**src/rtl/mem_loader_pkg.sv**
```systemverilog
// Shared types and constants for the 32 KB memory loader/dumper.
package mem_loader_pkg;

  localparam int ADDR_W    = 15;
  localparam int DATA_W    = 8;
  localparam int LEN_W     = 16;
  localparam int MEM_BYTES = 32768;

  // Sequencer states; exported on the debug port of the top.
  typedef enum logic [2:0] {
    ST_IDLE    = 3'd0,
    ST_LOAD    = 3'd1,
    ST_RD_ADDR = 3'd2,
    ST_RD_WAIT = 3'd3,
    ST_RD_OUT  = 3'd4,
    ST_FIN     = 3'd5
  } state_e;

  // A block can never be larger than the memory, so oversize lengths are
  // clamped when the command is latched.
  function automatic logic [LEN_W-1:0] clamp_len(input logic [LEN_W-1:0] len);
    logic [LEN_W-1:0] lim;
    lim = LEN_W'(MEM_BYTES);
    if (len > lim) begin
      return lim;
    end
    return len;
  endfunction

endpackage

```
**src/rtl/mem_loader_32kb_if.sv**
```systemverilog
// Bundle of command, stream and memory-port signals for mem_loader_32kb.
//
// Handshake rule for both byte streams: a byte transfers on a rising edge
// where valid and ready are both 1. A source holding valid keeps its data
// stable and does not drop valid until the transfer happens; ready may
// change freely and never depends combinationally on valid.
interface mem_loader_32kb_if;
  import mem_loader_pkg::*;

  // command
  logic              cmd_load;
  logic              cmd_dump;
  logic [ADDR_W-1:0] start_addr;
  logic [LEN_W-1:0]  length;
  // load stream (into the loader)
  logic              in_valid;
  logic [DATA_W-1:0] in_data;
  logic              in_ready;
  // dump stream (out of the loader)
  logic              out_valid;
  logic [DATA_W-1:0] out_data;
  logic              out_ready;
  // status
  logic              busy;
  logic              done;
  // memory port (loader is the only master)
  logic [ADDR_W-1:0] mem_addr;
  logic [DATA_W-1:0] mem_wdata;
  logic              mem_we;
  logic [DATA_W-1:0] mem_rdata;

  // Loader side.
  modport slave (
    input  cmd_load, cmd_dump, start_addr, length,
    input  in_valid, in_data,
    output in_ready,
    output out_valid, out_data,
    input  out_ready,
    output busy, done,
    output mem_addr, mem_wdata, mem_we,
    input  mem_rdata
  );

  // Host / memory side.
  modport master (
    output cmd_load, cmd_dump, start_addr, length,
    output in_valid, in_data,
    input  in_ready,
    input  out_valid, out_data,
    output out_ready,
    input  busy, done,
    input  mem_addr, mem_wdata, mem_we,
    output mem_rdata
  );

endinterface

```
**src/rtl/mem_loader_32kb.sv**
```systemverilog
// Load/dump sequencer in front of the 32 KB byte memory. Load writes an
// incoming byte stream to consecutive addresses; dump reads consecutive
// addresses (registered read, one cycle) and streams the bytes out.
module mem_loader_32kb
  import mem_loader_pkg::*;
(
  input  logic                clk,
  input  logic                rst,
  mem_loader_32kb_if.slave    bus,
  output state_e              dbg_state
);

  state_e            state_q,     state_d;
  logic [ADDR_W-1:0] cur_addr_q,  cur_addr_d;
  logic [LEN_W-1:0]  remaining_q, remaining_d;
  logic [ADDR_W-1:0] mem_addr_q,  mem_addr_d;
  logic [DATA_W-1:0] mem_wdata_q, mem_wdata_d;
  logic              mem_we_q,    mem_we_d;
  logic [DATA_W-1:0] out_data_q,  out_data_d;

  logic in_hs;
  logic out_hs;
  logic last_byte;

  assign in_hs     = (state_q == ST_LOAD)   && bus.in_valid;
  assign out_hs    = (state_q == ST_RD_OUT) && bus.out_ready;
  assign last_byte = (remaining_q == LEN_W'(1));

  // Next-state, counter and memory-port computation.
  always_comb begin
    state_d     = state_q;
    cur_addr_d  = cur_addr_q;
    remaining_d = remaining_q;
    mem_addr_d  = mem_addr_q;
    mem_wdata_d = mem_wdata_q;
    mem_we_d    = 1'b0;
    out_data_d  = out_data_q;

    case (state_q)
      ST_IDLE: begin
        if (bus.cmd_load || bus.cmd_dump) begin
          cur_addr_d  = bus.start_addr;
          remaining_d = clamp_len(bus.length);
          if (bus.length == '0) begin
            state_d = ST_FIN;
          end else if (bus.cmd_load) begin
            state_d = ST_LOAD;
          end else begin
            // Address is presented during RD_ADDR so read data lands in RD_WAIT.
            state_d    = ST_RD_ADDR;
            mem_addr_d = bus.start_addr;
          end
        end
      end

      ST_LOAD: begin
        if (in_hs) begin
          mem_we_d    = 1'b1;
          mem_addr_d  = cur_addr_q;
          mem_wdata_d = bus.in_data;
          cur_addr_d  = cur_addr_q + ADDR_W'(1);
          remaining_d = remaining_q - LEN_W'(1);
          if (last_byte) begin
            state_d = ST_FIN;
          end
        end
      end

      ST_RD_ADDR: begin
        mem_addr_d = cur_addr_q;
        state_d    = ST_RD_WAIT;
      end

      ST_RD_WAIT: begin
        out_data_d = bus.mem_rdata;
        state_d    = ST_RD_OUT;
      end

      ST_RD_OUT: begin
        if (out_hs) begin
          cur_addr_d  = cur_addr_q + ADDR_W'(1);
          remaining_d = remaining_q - LEN_W'(1);
          if (last_byte) begin
            state_d = ST_FIN;
          end else begin
            state_d    = ST_RD_ADDR;
            mem_addr_d = cur_addr_q + ADDR_W'(1);
          end
        end
      end

      ST_FIN: begin
        state_d = ST_IDLE;
      end

      default: begin
        state_d = ST_IDLE;
      end
    endcase
  end

  // State and datapath registers with synchronous reset.
  always_ff @(posedge clk) begin
    if (rst) begin
      state_q     <= ST_IDLE;
      cur_addr_q  <= '0;
      remaining_q <= '0;
      mem_addr_q  <= '0;
      mem_wdata_q <= '0;
      mem_we_q    <= 1'b0;
      out_data_q  <= '0;
    end else begin
      state_q     <= state_d;
      cur_addr_q  <= cur_addr_d;
      remaining_q <= remaining_d;
      mem_addr_q  <= mem_addr_d;
      mem_wdata_q <= mem_wdata_d;
      mem_we_q    <= mem_we_d;
      out_data_q  <= out_data_d;
    end
  end

  // Status and stream controls decode straight from the state register.
  assign bus.busy      = (state_q != ST_IDLE);
  assign bus.in_ready  = (state_q == ST_LOAD);
  assign bus.out_valid = (state_q == ST_RD_OUT);
  assign bus.done      = (state_q == ST_FIN);
  assign bus.out_data  = out_data_q;
  assign bus.mem_addr  = mem_addr_q;
  assign bus.mem_wdata = mem_wdata_q;
  assign bus.mem_we    = mem_we_q;
  assign dbg_state     = state_q;

endmodule

```
**src/flat_wrapper.sv**
```systemverilog
// flat-port wrapper written by rule: the top's interface ports become plain ports
module mem_loader_32kb_flat import mem_loader_pkg::*;
  (clk, rst, dbg_state, bus_cmd_load, bus_cmd_dump, bus_start_addr, bus_length, bus_in_valid, bus_in_data, bus_in_ready, bus_out_valid, bus_out_data, bus_out_ready, bus_busy, bus_done, bus_mem_addr, bus_mem_wdata, bus_mem_we, bus_mem_rdata);
  mem_loader_32kb_if bus_i ();
  input  logic clk;
  input  logic rst;
  output state_e dbg_state;
  input wire logic [$bits(bus_i.cmd_load)-1:0] bus_cmd_load;
  input wire logic [$bits(bus_i.cmd_dump)-1:0] bus_cmd_dump;
  input wire logic [$bits(bus_i.start_addr)-1:0] bus_start_addr;
  input wire logic [$bits(bus_i.length)-1:0] bus_length;
  input wire logic [$bits(bus_i.in_valid)-1:0] bus_in_valid;
  input wire logic [$bits(bus_i.in_data)-1:0] bus_in_data;
  output wire logic [$bits(bus_i.in_ready)-1:0] bus_in_ready;
  output wire logic [$bits(bus_i.out_valid)-1:0] bus_out_valid;
  output wire logic [$bits(bus_i.out_data)-1:0] bus_out_data;
  input wire logic [$bits(bus_i.out_ready)-1:0] bus_out_ready;
  output wire logic [$bits(bus_i.busy)-1:0] bus_busy;
  output wire logic [$bits(bus_i.done)-1:0] bus_done;
  output wire logic [$bits(bus_i.mem_addr)-1:0] bus_mem_addr;
  output wire logic [$bits(bus_i.mem_wdata)-1:0] bus_mem_wdata;
  output wire logic [$bits(bus_i.mem_we)-1:0] bus_mem_we;
  input wire logic [$bits(bus_i.mem_rdata)-1:0] bus_mem_rdata;
  assign bus_i.cmd_load = bus_cmd_load;
  assign bus_i.cmd_dump = bus_cmd_dump;
  assign bus_i.start_addr = bus_start_addr;
  assign bus_i.length = bus_length;
  assign bus_i.in_valid = bus_in_valid;
  assign bus_i.in_data = bus_in_data;
  assign bus_in_ready = bus_i.in_ready;
  assign bus_out_valid = bus_i.out_valid;
  assign bus_out_data = bus_i.out_data;
  assign bus_i.out_ready = bus_out_ready;
  assign bus_busy = bus_i.busy;
  assign bus_done = bus_i.done;
  assign bus_mem_addr = bus_i.mem_addr;
  assign bus_mem_wdata = bus_i.mem_wdata;
  assign bus_mem_we = bus_i.mem_we;
  assign bus_i.mem_rdata = bus_mem_rdata;
  mem_loader_32kb u_core (.clk(clk), .rst(rst), .bus(bus_i), .dbg_state(dbg_state));
endmodule
```
**config.mk**
```make
export PLATFORM = sky130hd
export DESIGN_NAME = mem_loader_32kb_flat
export DESIGN_NICKNAME = d
export VERILOG_FILES = /design/src/rtl/mem_loader_pkg.sv /design/src/rtl/mem_loader_32kb_if.sv /design/src/rtl/mem_loader_32kb.sv /design/src/flat_wrapper.sv
export SDC_FILE = /design/constraint.sdc
export NUM_CORES = 1
export LEC_CHECK = 0
export CAP_MARGIN = 20
export CELL_PAD_IN_SITES_DETAIL_PLACEMENT = 1
export CELL_PAD_IN_SITES_GLOBAL_PLACEMENT = 1
export CORE_ASPECT_RATIO = 0.9
export CORE_MARGIN = 8
export CORE_UTILIZATION = 40
export DETAILED_ROUTE_END_ITERATION = 16
export GPL_ROUTABILITY_DRIVEN = 0
export PLACE_DENSITY = 0.94
export SLEW_MARGIN = 20
export SYNTH_ARGS = -nofsm -noshare
export SYNTH_HDL_FRONTEND = slang
export SYNTH_SLANG_ARGS = --single-unit
```
**constraint.sdc**
```tcl
create_clock -name clk -period 4.1 [get_ports clk]
set_input_delay 1.23 -clock clk [delete_from_list [all_inputs] [get_ports clk]]
set_output_delay 1.23 -clock clk [all_outputs]
set_load 0.02 [all_outputs]
```
; Word level (Yosys, flattened, before mapping)
; Index checks and enable logic that the tools add are counted.
[word_totals]
register_bits = 66
latchBits = 0
ramBits = 0
rom_bits = 0
in_bits = 53
output_inout_bits = 39
word_cells = 66
mem_count = 0
[op_classes]
addsub = 2
n_mul = 0
div_mod_pow = 0
order_cmp = 1
eq_ne = 13
shift = 0
muxes = 29
bitwise = 1
n_reduce_logical = 13
[op_table]
columns = cell, count
row1 = $mux 15, 9
row2 = $mux 16, 5
row3 = $pmux 15 s4, 1
row4 = $pmux 16 s3, 1
row5 = $pmux 15 s3, 1
row6 = $mux 3, 6
row7 = $eq 16x1->1 const B, 1
row8 = $gt 16x16->1 const B, 1
row9 = $logic_not 16->1, 1
row10 = $sub 16x1->16 const B, 1
row11 = $add 15x1->15 const B, 1
row12 = $pmux 3 s5, 1
row13 = $ne 2x1->1 const B, 4
row14 = $reduce_and 4->1, 2
row15 = $reduce_and 7->1, 1
row16 = $eq 3x2->1 const B, 2
row17 = $eq 3x3->1 const B, 2
row18 = $ne 2x2->1 const B, 3
row19 = $reduce_bool 3->1, 2
row20 = $mux 1, 4
row21 = $reduce_bool 4->1, 1
row22 = $eq 3x1->1 const B, 1
row23 = $logic_not 3->1, 1
row24 = $logic_and 1x1->1, 2
row25 = 5 further kinds, 5

; Longest topological paths before layout
[logic_depth]
ltp_word = 7
ltp_mapped = 9
ltp_nobuf = 7

; Worst setup path after synthesis
; Ideal clock, no wire load.
[synth_path]
kind = input to register
start = input port bus_length[1]
end = register u_core.mem_addr_q[8], in the netlist u_core.bus.mem_addr[8]
setup_time_ns = 0.121
arrival_ns = 3.004
t_required_ns = 3.979
slack_ns = 0.975
path_stages = 6
cell_sequence = or4_1 -> nor4_1 -> a21o_1 -> a211o_4 -> buf_12 -> mux2_4
[synth_between]
elab_chain_cells = 3
[synth_lines]
columns = item, line
row1 = "start, declared", flat_wrapper.sv:11  ; input wire logic [$bits(bus_i.length)-1:0] bus_length;
row2 = $logic_not 16->1, mem_loader_32kb.sv:44  ; if (bus.length == '0) begin
row3 = $ne 2x2->1 (no line), -
row4 = $reduce_and 7->1 (no line), -
row5 = "end signal, assigned", mem_loader_32kb.sv:116  ; mem_addr_q <= mem_addr_d;
row6 = "end, declared", mem_loader_32kb.sv:16  ; logic [ADDR_W-1:0] mem_addr_q, mem_addr_d;
; No other way between the ends.
; A chain may end at the register's enable or synchronous reset.

; Final worst setup path
[layout_path]
start = register u_core.state_q[0], in the netlist u_core.dbg_state[0]
end = output port bus_in_ready
[layout_between]
elab_chain_cells = 1
[layout_lines]
columns = item, line
row1 = "start, declared", mem_loader_32kb.sv:13  ; state_e state_q, state_d;
row2 = "start signal, assigned", mem_loader_32kb.sv:113  ; state_q <= state_d;
row3 = $eq 3x1->1, mem_loader_32kb.sv:125  ; assign bus.in_ready = (state_q == ST_LOAD);
row4 = "end, declared", flat_wrapper.sv:14  ; output wire logic [$bits(bus_i.in_ready)-1:0] bus_in_ready;
; No other way between the ends.

==> impl_results.md <==
* First-pass GRT wire length at 24.0 mm
* Syn nets at 566
* Max Cap Violations at 0
* Drt drc at 0
* Final setup viols at 0
* Largest net degree at the start of global routing at 50
* Max transition margin at 41.4%
* Synth warn at 0
* Total routed wirelength at 14.9 mm
* 1st-pass router iterations at 5
* CTS root buf: clkbuf_8
* Cell breakdown of the critical path: or3b_2, inv_1, clkdlybuf4s50_1
* Status: finished, final reports clean
* Critical path class: flop to primary output
* Standard-cell rows at 34
* Final net count at 646
* Worst hold path type: flop to flop
* Post-synth ARST share at 0%
* Synthesis-to-finish area growth at 30.2%
* Total Neg Setup Slack at 0 ns
* Worst hold slack at 0.464 ns
* Pwr/cell area at 756 nW/um^2
* GRT Residual Overflow at 0
* H-tree Lvls at 3
* Maximum vdd drop at 0.339 mV
* Die area at 13,600 um^2
* Worst-path maximum fanout at 12
* Util after Layout at roughly 54%
* Tmin final at roughly 3.5 ns
* Seq/Total Area, Yosys at 32.8%
* WL/cell at 20.6 um
* Worst Skew at 0.0131 ns
* WP data required at roughly 2.9 ns
* Final Cycle Share at 85.1%
* Yosys top cell by area: dfxtp_1
* Die W at roughly 120 um
* Clock Path Buffers at 2
* Hold Crit Depth at 2
* Slew @ Worst Pin at ~0.87 ns
* Synth top cells by count: 66 x dfxtp_1, 42 x nor2_1, 39 x nand2_1, 38 x a21oi_1, 38 x o21ai_0
* HP Start: u_core.bus.mem_wdata[5]
* Synth unique cells at 70
* # diodes at 0
* Share of cells above drive strength 1 at 8.91%
* Post-CTS setup buffer count at 0
* Clk_lat worst skew at ~0.36 ns
* Seq cells post-synth at 66
* Post-CTS sizing at 0
* Post-synthesis cell count at between 500 and 600
* Worst reg2reg endpoint: u_core.cur_addr_q[8]
* Vias in the first global route at 4,662
* Initial cell density of the core at 41.4%
* DP Worst Slack at ~0.34 ns
* HPWL after DPL at between 10 and 15 mm
* Antenna violations before repair at 0
* GRT Total Usage at a little over a fifth
* CTS tree: done
* # hold bufs at CTS at 0
* Register-to-register setup slack at 1.51 ns
* WP data arrival at 2.26 ns
* Final worst slack at between 0.6 and 0.7 ns
* Most frequent cell after synthesis: dfxtp_1
* CTS buffer count at 9
* Crit path launch type: flop
* RR Startpoint: u_core.dbg_state[2]
* Slew Viols, Final at 0
* CTS Sinks at 66
* Worst setup path start: u_core.dbg_state[0]
* Core footprint at 9740 um^2
* Via Count at 4,454
* Max Freq at ~290 MHz
* Leakage at ~0.0020 uW
* Mapped Avg Cell Area at 7.90 um^2
* Antenna viol nets, final at 0
* Synth top area share at 32.8%
* Hold Path End: u_core.bus.mem_wdata[5]
* CP max-delay cell: or3b_2
* # port buffers at 91
* Fillers at around 1.2k
* Top cells by area, synth: dfxtp_1 33%, a21oi_1 4.7%, o21ai_0 4.7%
* Top Ports at 92
* Setup repair after global routing missed its margin: false
* Die Span Y at 111 um
* Mapped Area at approximately 4000 um^2
* Crit path largest cell delay at about 0.67 ns
* Hold violation count in the final report at 0
* Post-synth EDFFs at 0
* Crit. End Element: primary output
* R2R cell count at 9
* Clock slew at reported path FFs at 0.06 ns
* Synth Flop Type: dfxtp_1
* DRT iter0 DRCs at 361
* Via density at between 6 and 7
[stage by stage]
| step | std cells | instance area, um^2 | total power [uW] |
|---|---|---|---|
| global route | 721 | 5250 | 4210 |
| detailed placement | 705 | 5010 | 3270 |
| global placement | 705 | 5010 | 3130 |
| floorplan | 510 | 4030 | 2520 |
| CTS | 721 | 5250 | 3950 |
| finish | 721 | 5250 | 3970 |
[worst max-delay path by stage]
| stage | endpoint |
|---|---|
| after floorplan | u_core.bus.mem_addr[8] |
| after global placement | u_core.bus.mem_addr[7] |
| after detailed placement | u_core.bus.mem_addr[4] |
| after CTS | bus_in_ready |
| after global routing | bus_in_ready |
| final | bus_in_ready |
[flip-flops by register name, indices dropped and copies added (netlist names)]
signal / count
u_core.bus.mem_addr: 15
u_core.cur_addr_q: 15
u_core.remaining_q: 16
u_core.bus.mem_we: 1
u_core.bus.mem_wdata: 8
u_core.bus.out_data: 8
u_core.dbg_state: 3
[cell families (layout without fill, tap and decap cells)]
kind of cell / Yosys count / after routing / synth area share, %
adders and majority gates: 4 / 4 / 1.18
AOI/OAI and AO/OA: 167 / 167 / 27.4
and+or+nand+nor: 191 / 191 / 25.2
muxes: 21 / 21 / 5.40
DFF: 66 / 66 / 32.8
xor gates and xnor gates: 8 / 8 / 1.74
buffers and inverters: 53 / 138 / 6.30
[cells in the final DEF, fill, tap and decap left out, types with 12 or more instances in the layout]
master           netlist  routed
clkdlybuf4s50_1        0      90
dfxtp_1               66      66
nor2_1                42      41
nand2_1               39      39
a21oi_1               38      38
o21ai_0               38      38
nand3_1               26      26
mux2i_1               18      18
inv_1                 17      17
nor3_1                16      16
buf_4                  1      14
a31oi_1               13      13
nand2b_1              12      12
clkbuf_8               1      12
[routing by layer]
| layer | wire, um | global-route usage, % | vias to the layer above |
|---|---|---|---|
| met5 | 0 | 0 | - |
| met4 | 313 | 7.97 | 0 |
| met3 | 1180 | 6.87 | 31 |
| met2 | 7200 | 35.4 | 188 |
| met1 | 6180 | 26.0 | 2186 |
| li1 | - | - | 2049 |
[area by class of cell]
cell class                 count  area [um^2]  area share (%)
clock inverter                 4         72.6            1.38
tap                          126          158            3.00
clock buffer                  12          165            3.15
sequential                    66         1320            25.2
multi-input combinational    391         2460            46.8
inverter                      17         63.8            1.22
timing repair buffer         105         1010            19.3
[where the power goes]
part | internal [uW] | switching, uW
Sequential | 852 | 223
Combinational | 886 | 1360
Clock | 391 | 259
Total | 2130 | 1840
[critical path, delay by kind of cell, from the launching register on]
family	cells	cell delay (ns)
buf+inv	2	0.77
simple gates	1	0.67
flops	1	0.47
Note: power is estimated with default switching activity, not from simulation.
==> edit 1 (same flow settings) <==
Take the reset off `mem_addr_q` and load it in a clocked block of its own.
--- a/src/rtl/mem_loader_32kb.sv
+++ b/src/rtl/mem_loader_32kb.sv
@@ -106,5 +106,4 @@
       cur_addr_q  <= '0;
       remaining_q <= '0;
-      mem_addr_q  <= '0;
       mem_wdata_q <= '0;
       mem_we_q    <= 1'b0;
@@ -114,9 +113,12 @@
       cur_addr_q  <= cur_addr_d;
       remaining_q <= remaining_d;
-      mem_addr_q  <= mem_addr_d;
       mem_wdata_q <= mem_wdata_d;
       mem_we_q    <= mem_we_d;
       out_data_q  <= out_data_d;
     end
+  end
+
+  always_ff @(posedge clk) begin
+    mem_addr_q <= mem_addr_d;
   end
 
Formal check against the unedited RTL: not equivalent (a bounded check fails within 4 cycles, from zero or initial values and one cycle with rst high).
==> edit 1 against the original RTL <==
Wire length is 6.0% lower; cell area is 1.9% lower; highest routed layer unchanged; worst setup slack worse by 0.22 ns; sequential share of layout area is 3.4 points higher; sequential cell count stayed put; synthesized area is 1.1% lower; total power is 27% lower; largest cell class unchanged; critical path type unchanged; count of clock-buffer cells in the layout is 1 higher; worst hold slack better by 0.00051 ns.
==> edit 1: results (changes against the original RTL) <==
slowest CP cell clkdlybuf4s50_1; status finished, final reports clean; Area contributors post-synth dfxtp_1 26%, edfxtp_1 11%, a21oi_1 6.9%, nand2_1 5.1%, nor2_1 4.0%; clock latency on the worst-skew pair 0.34 ns (-0.02 ns); Max-slew headroom 50.75% (+9.4 points); Post-Place Cells 673 (-4.5%); Mapped Cells 483 (-5.3%); Final #Nets 614 (-5.0%); DPL Wire Length 10.25 mm (-4.8%); total number of vias 4,172 (-6.3%); routing usage on met1 25.64% (-0.36 points); Layout fillers 1,166 (-0.43%); Non-clock buffer share 19.44% (+0.18 points); vias in the first global route 4,394 (-5.7%); First-pass DRT Iterations 7 (+2); share of post-route cells with drive strength above 1 9.591% (+0.68 points); CP delay by family, top simple AND/OR/NAND/NOR gates; register area 0.001471 mm² (+11%); skew final 0.007478 ns (-0.005649 ns); crit path max fanout 9 (-3); clock network share of area 3.474% (-1.1 points); Buffers, non-clock 102 (-2.9%); EDFF count, synth 15 (+15); final WL 13.98 mm (-6.0%); peak supply drop 0.2121 mV (-37%); wl on met1 5.956 mm (-3.6%); multi-input combinational area share 44.51% (-2.3 points); Slowest Stage Delay on Critical Path 0.63 ns (-0.04 ns); gr usage total 20.82% (-0.92 points); Sw Share 41.93% (-4.4 points); drt initial violations 295 (-18%); largest net degree at the start of global routing 34 (-32%); synth cell count leaders 55 x a21oi_1, 54 x nand2_1, 51 x dfxtp_1, 42 x nor2_1, 22 x o21ai_0; #MultiIn Comb 366 (-6.4%); sequential fraction of the synthesis area 36.92% (+4.1 points); Vias/cell 6.055 (-2.0%); Inverters 13 (-4); first-pass GRT wire length 22.84 mm (-4.9%); cells on worst reg2reg path 6 (-3); Mapped Nets 539 (-4.8%); CLK BUF 13 (+1); leakage 1.862 nW (-5.9%); Met3 Wirelength 1.232 mm (+4.7%); met2 Use GR 32.92% (-2.4 points)
edit 1: cell types whose count changed after synthesis, moves of 16 or more:
cell     change
a21oi_1     +17
nand3_1     -16
o21ai_0     -16
buf_2       +17
edit 1: logic make-up after synthesis:
kind of cell               Yosys count  synth area share (%)
xor gates and xnor gates            13                 2.857
adders and majority gates            3                0.9420
DFF                                 66                 36.92
AOI/OAI and AO/OA                  159                 26.59
and+or+nand+nor                    174                 22.61
buffers and inverters               51                 5.683
muxes                               17                 4.395
edit 1: path summary, 6_finish.rpt:
kind                            slack, ns                                 start                              endpoint
worst min-delay path                 0.46  u_core.bus.mem_wdata[1]$_SDFFE_PP0P_  u_core.bus.mem_wdata[1]$_SDFFE_PP0P_
worst max register to register       1.48      u_core.dbg_state[2]$_SDFFE_PP0P_    u_core.remaining_q[5]$_SDFFE_PP0P_
worst max-delay path                 0.39      u_core.dbg_state[0]$_SDFFE_PP0P_                          bus_in_ready
worst min register to register       0.46  u_core.bus.mem_wdata[1]$_SDFFE_PP0P_  u_core.bus.mem_wdata[1]$_SDFFE_PP0P_
edit 1: metrics by stage:
step                      total power (W)  area, µm²  setup WS, ns
after floorplan                  0.001838       3985        0.7107
after global placement           0.002267       4971        0.4472
after detailed placement         0.002339       4971        0.4028
after CTS                        0.002881       5150        0.4033
after global routing             0.003047       5150        0.2725
final                            0.002877       5150        0.3917
edit 1: power groups by stage:
| stage | clock network, W | logic (W) | registers (W) |
|---|---|---|---|
| after floorplan | 0 | 0.000799 | 0.00104 |
| after global placement | 0 | 0.00129 | 0.000980 |
| after detailed placement | 0 | 0.00134 | 0.000994 |
| after CTS | 0.000546 | 0.00136 | 0.000980 |
| after global routing | 0.000573 | 0.00147 | 0.00100 |
| final | 0.000530 | 0.00136 | 0.000984 |
==> edit 2 (same settings) <==
Made on the original files. Change the package constant `DATA_W` from 8 to 6.
--- a/src/rtl/mem_loader_pkg.sv
+++ b/src/rtl/mem_loader_pkg.sv
@@ -3,5 +3,5 @@
 
   localparam int ADDR_W    = 15;
-  localparam int DATA_W    = 8;
+  localparam int DATA_W    = 6;
   localparam int LEN_W     = 16;
   localparam int MEM_BYTES = 32768;
Interface: changed (resized bus_in_data, bus_mem_rdata, bus_mem_wdata and bus_out_data); port bits go from 92 to 84. The function was not compared with the original's and may differ.
==> edit 2 against the original RTL <==
Worst setup slack worse by 0.27 ns; die area fell by 0.11%; synthesized area decreased by 0.12%; cell count increased by 1.7%; cell area decreased by 2.3%; total power rose by 6.0%; wire length grew 8.2%; sequential cell count is 4 lower.
==> edit 2: results (changes against the original RTL) <==
Inverters 16 (-1); synth cell count leaders 62 x dfxtp_1, 54 x nand2_1, 47 x o21ai_0, 46 x a21oi_1, 46 x clkbuf_1; drt initial violations 450 (+25%); Crit Reg-Reg Startpoint u_core.dbg_state[1]$_SDFFE_PP0P_; largest net degree at the start of global routing 41 (-18%); fraction of registers with async set/reset 0% (unchanged); multi-input combinational area share 49.15% (+2.3 points); DP Area 0.004896 mm² (-2.3%); Worst R2R Setup Slack 0.60 ns (-0.91 ns); slowest CP cell clkdlybuf4s50_1; cells on worst reg2reg path 7 (-2); routed len/inst 21.94 µm (+6.4%); Non-clock buffer share 17.85% (-1.4 points); CTS clock-pin slew for the worst setup and hold paths roughly 0.070 ns; sequential fraction of the synthesis area 30.83% (-1.9 points); Final #Nets 654 (+1.2%); final WL 16.08 mm (+8.2%); skew final 0.008203 ns (-0.004924 ns); Synth warnings 0 (unchanged); sequential share of cell area 24.20% (-0.97 points); leakage 1.731 nW (-13%); share of post-route cells with drive strength above 1 6.919% (-2.0 points); Post-Place Cells 717 (+1.7%); mux share of post-synthesis cell area 1.057% (-4.3 points); total number of vias 4,871 (+9.4%); clock network share of area 4.561% (+0.033 points); status finished, final reports clean; Mapped Nets 601 (+6.2%); CLK BUF 13 (+1); Layout fillers 1,210 (+3.3%); worst hold stages 2 (unchanged); EDFF count, synth 0 (unchanged); Post-Synth XOR/XNOR Area 1.740% (+0.0022 points); peak supply drop 0.4015 mV (+19%); number of flip-flops under the largest register name 16 (unchanged); hold worst-path end u_core.bus.out_data[0]$_SDFFE_PP0P_; Diodes inserted 0 (unchanged); Critical R2R Capture u_core.bus.mem_addr[9]$_SDFFE_PP0P_; critical path arrival 2.52 ns (+0.26 ns); Compound-Gate Fraction of Synth Area 31.32% (+3.9 points); Buffers, non-clock 95 (-9.5%); number of buffers created by CTS 9 (unchanged); first-pass GRT wire length 25.70 mm (+7.0%); syn avg cell area 7.334 µm² (-7.2%); Area contributors post-synth dfxtp_1 31%, o21ai_0 5.8%, a21oi_1 5.7%, nand2_1 5.0%, clkbuf_1 4.3%; buffers added on ports 83 (-8.8%); Max-slew headroom 30.21% (-11 points); gr usage total 23.05% (+1.3 points); Synth Area in Adders 1.181% (+0.0015 points); Netlist cell types 68 (-2.9%); clock latency on the worst-skew pair 0.34 ns (-0.02 ns); DPL Wire Length 11.25 mm (+4.4%); #MultiIn Comb 418 (+6.9%); seq_cells 62 (-6.1%); vias in the first global route 5,024 (+7.8%); Final Instance Area 0.005130 mm² (-2.3%); CTS H-Tree Depth 3 (unchanged); hold_sp u_core.bus.out_data[0]$_SDFFE_PP0P_; pre-CTS WS 0.2164 ns (-0.1189 ns)
edit 2: changes by cell type in the layout (fill, tap and decap cells not counted), moves of 10 or more:
| cell | unedited run | this run |
|---|---|---|
| mux2i_1 | 18 | 2 |
| nand2_1 | 39 | 54 |
| nor2_1 | 41 | 31 |
| nor4_1 | 6 | 20 |
| o211ai_1 | 4 | 14 |
edit 2: worst max-delay path by stage:
stage                     depth (start not counted)                             endpoint                              from  slack, ns
after floorplan                                   4                             bus_done  u_core.dbg_state[0]$_SDFFE_PP0P_       1.25
after global placement                            6  u_core.bus.mem_addr[9]$_SDFFE_PP0P_                      bus_cmd_load       0.33
after detailed placement                          6  u_core.bus.mem_addr[9]$_SDFFE_PP0P_                      bus_cmd_load       0.22
after CTS                                         4                        bus_out_valid  u_core.dbg_state[1]$_SDFFE_PP0P_       0.45
after global routing                              4                        bus_out_valid  u_core.dbg_state[1]$_SDFFE_PP0P_       0.32
final                                             4                        bus_out_valid  u_core.dbg_state[1]$_SDFFE_PP0P_       0.35
edit 2: where the power goes:
group | total [W] | switching (W) | leakage [nW] | internal, W
clock network | 0.000643 | 0.000252 | 0.120 | 0.000392
registers | 0.00113 | 0.000305 | 0.508 | 0.000820
logic | 0.00244 | 0.00151 | 1.10 | 0.000927
edit 2: routing by layer:
metal	global-route usage, %	vias to the layer above	part of all wire [%]
li1	-	2187	-
met1	27.01	2355	40
met2	38.31	267	48
met3	4.837	62	8.8
met4	12.00	0	3.6
met5	0	-	0
edit 2: stage by stage:
step	power (W)	util, %	hold slack [ns]
2_1_floorplan	0.002683	-	0.4613
3_3_place_gp	0.003336	50.26	0.4425
3_5_place_dp	0.003480	50.26	0.4497
4_1_cts	0.004160	52.66	0.4590
5_1_grt	0.004458	52.66	0.4758
6_report	0.004205	52.66	0.4561
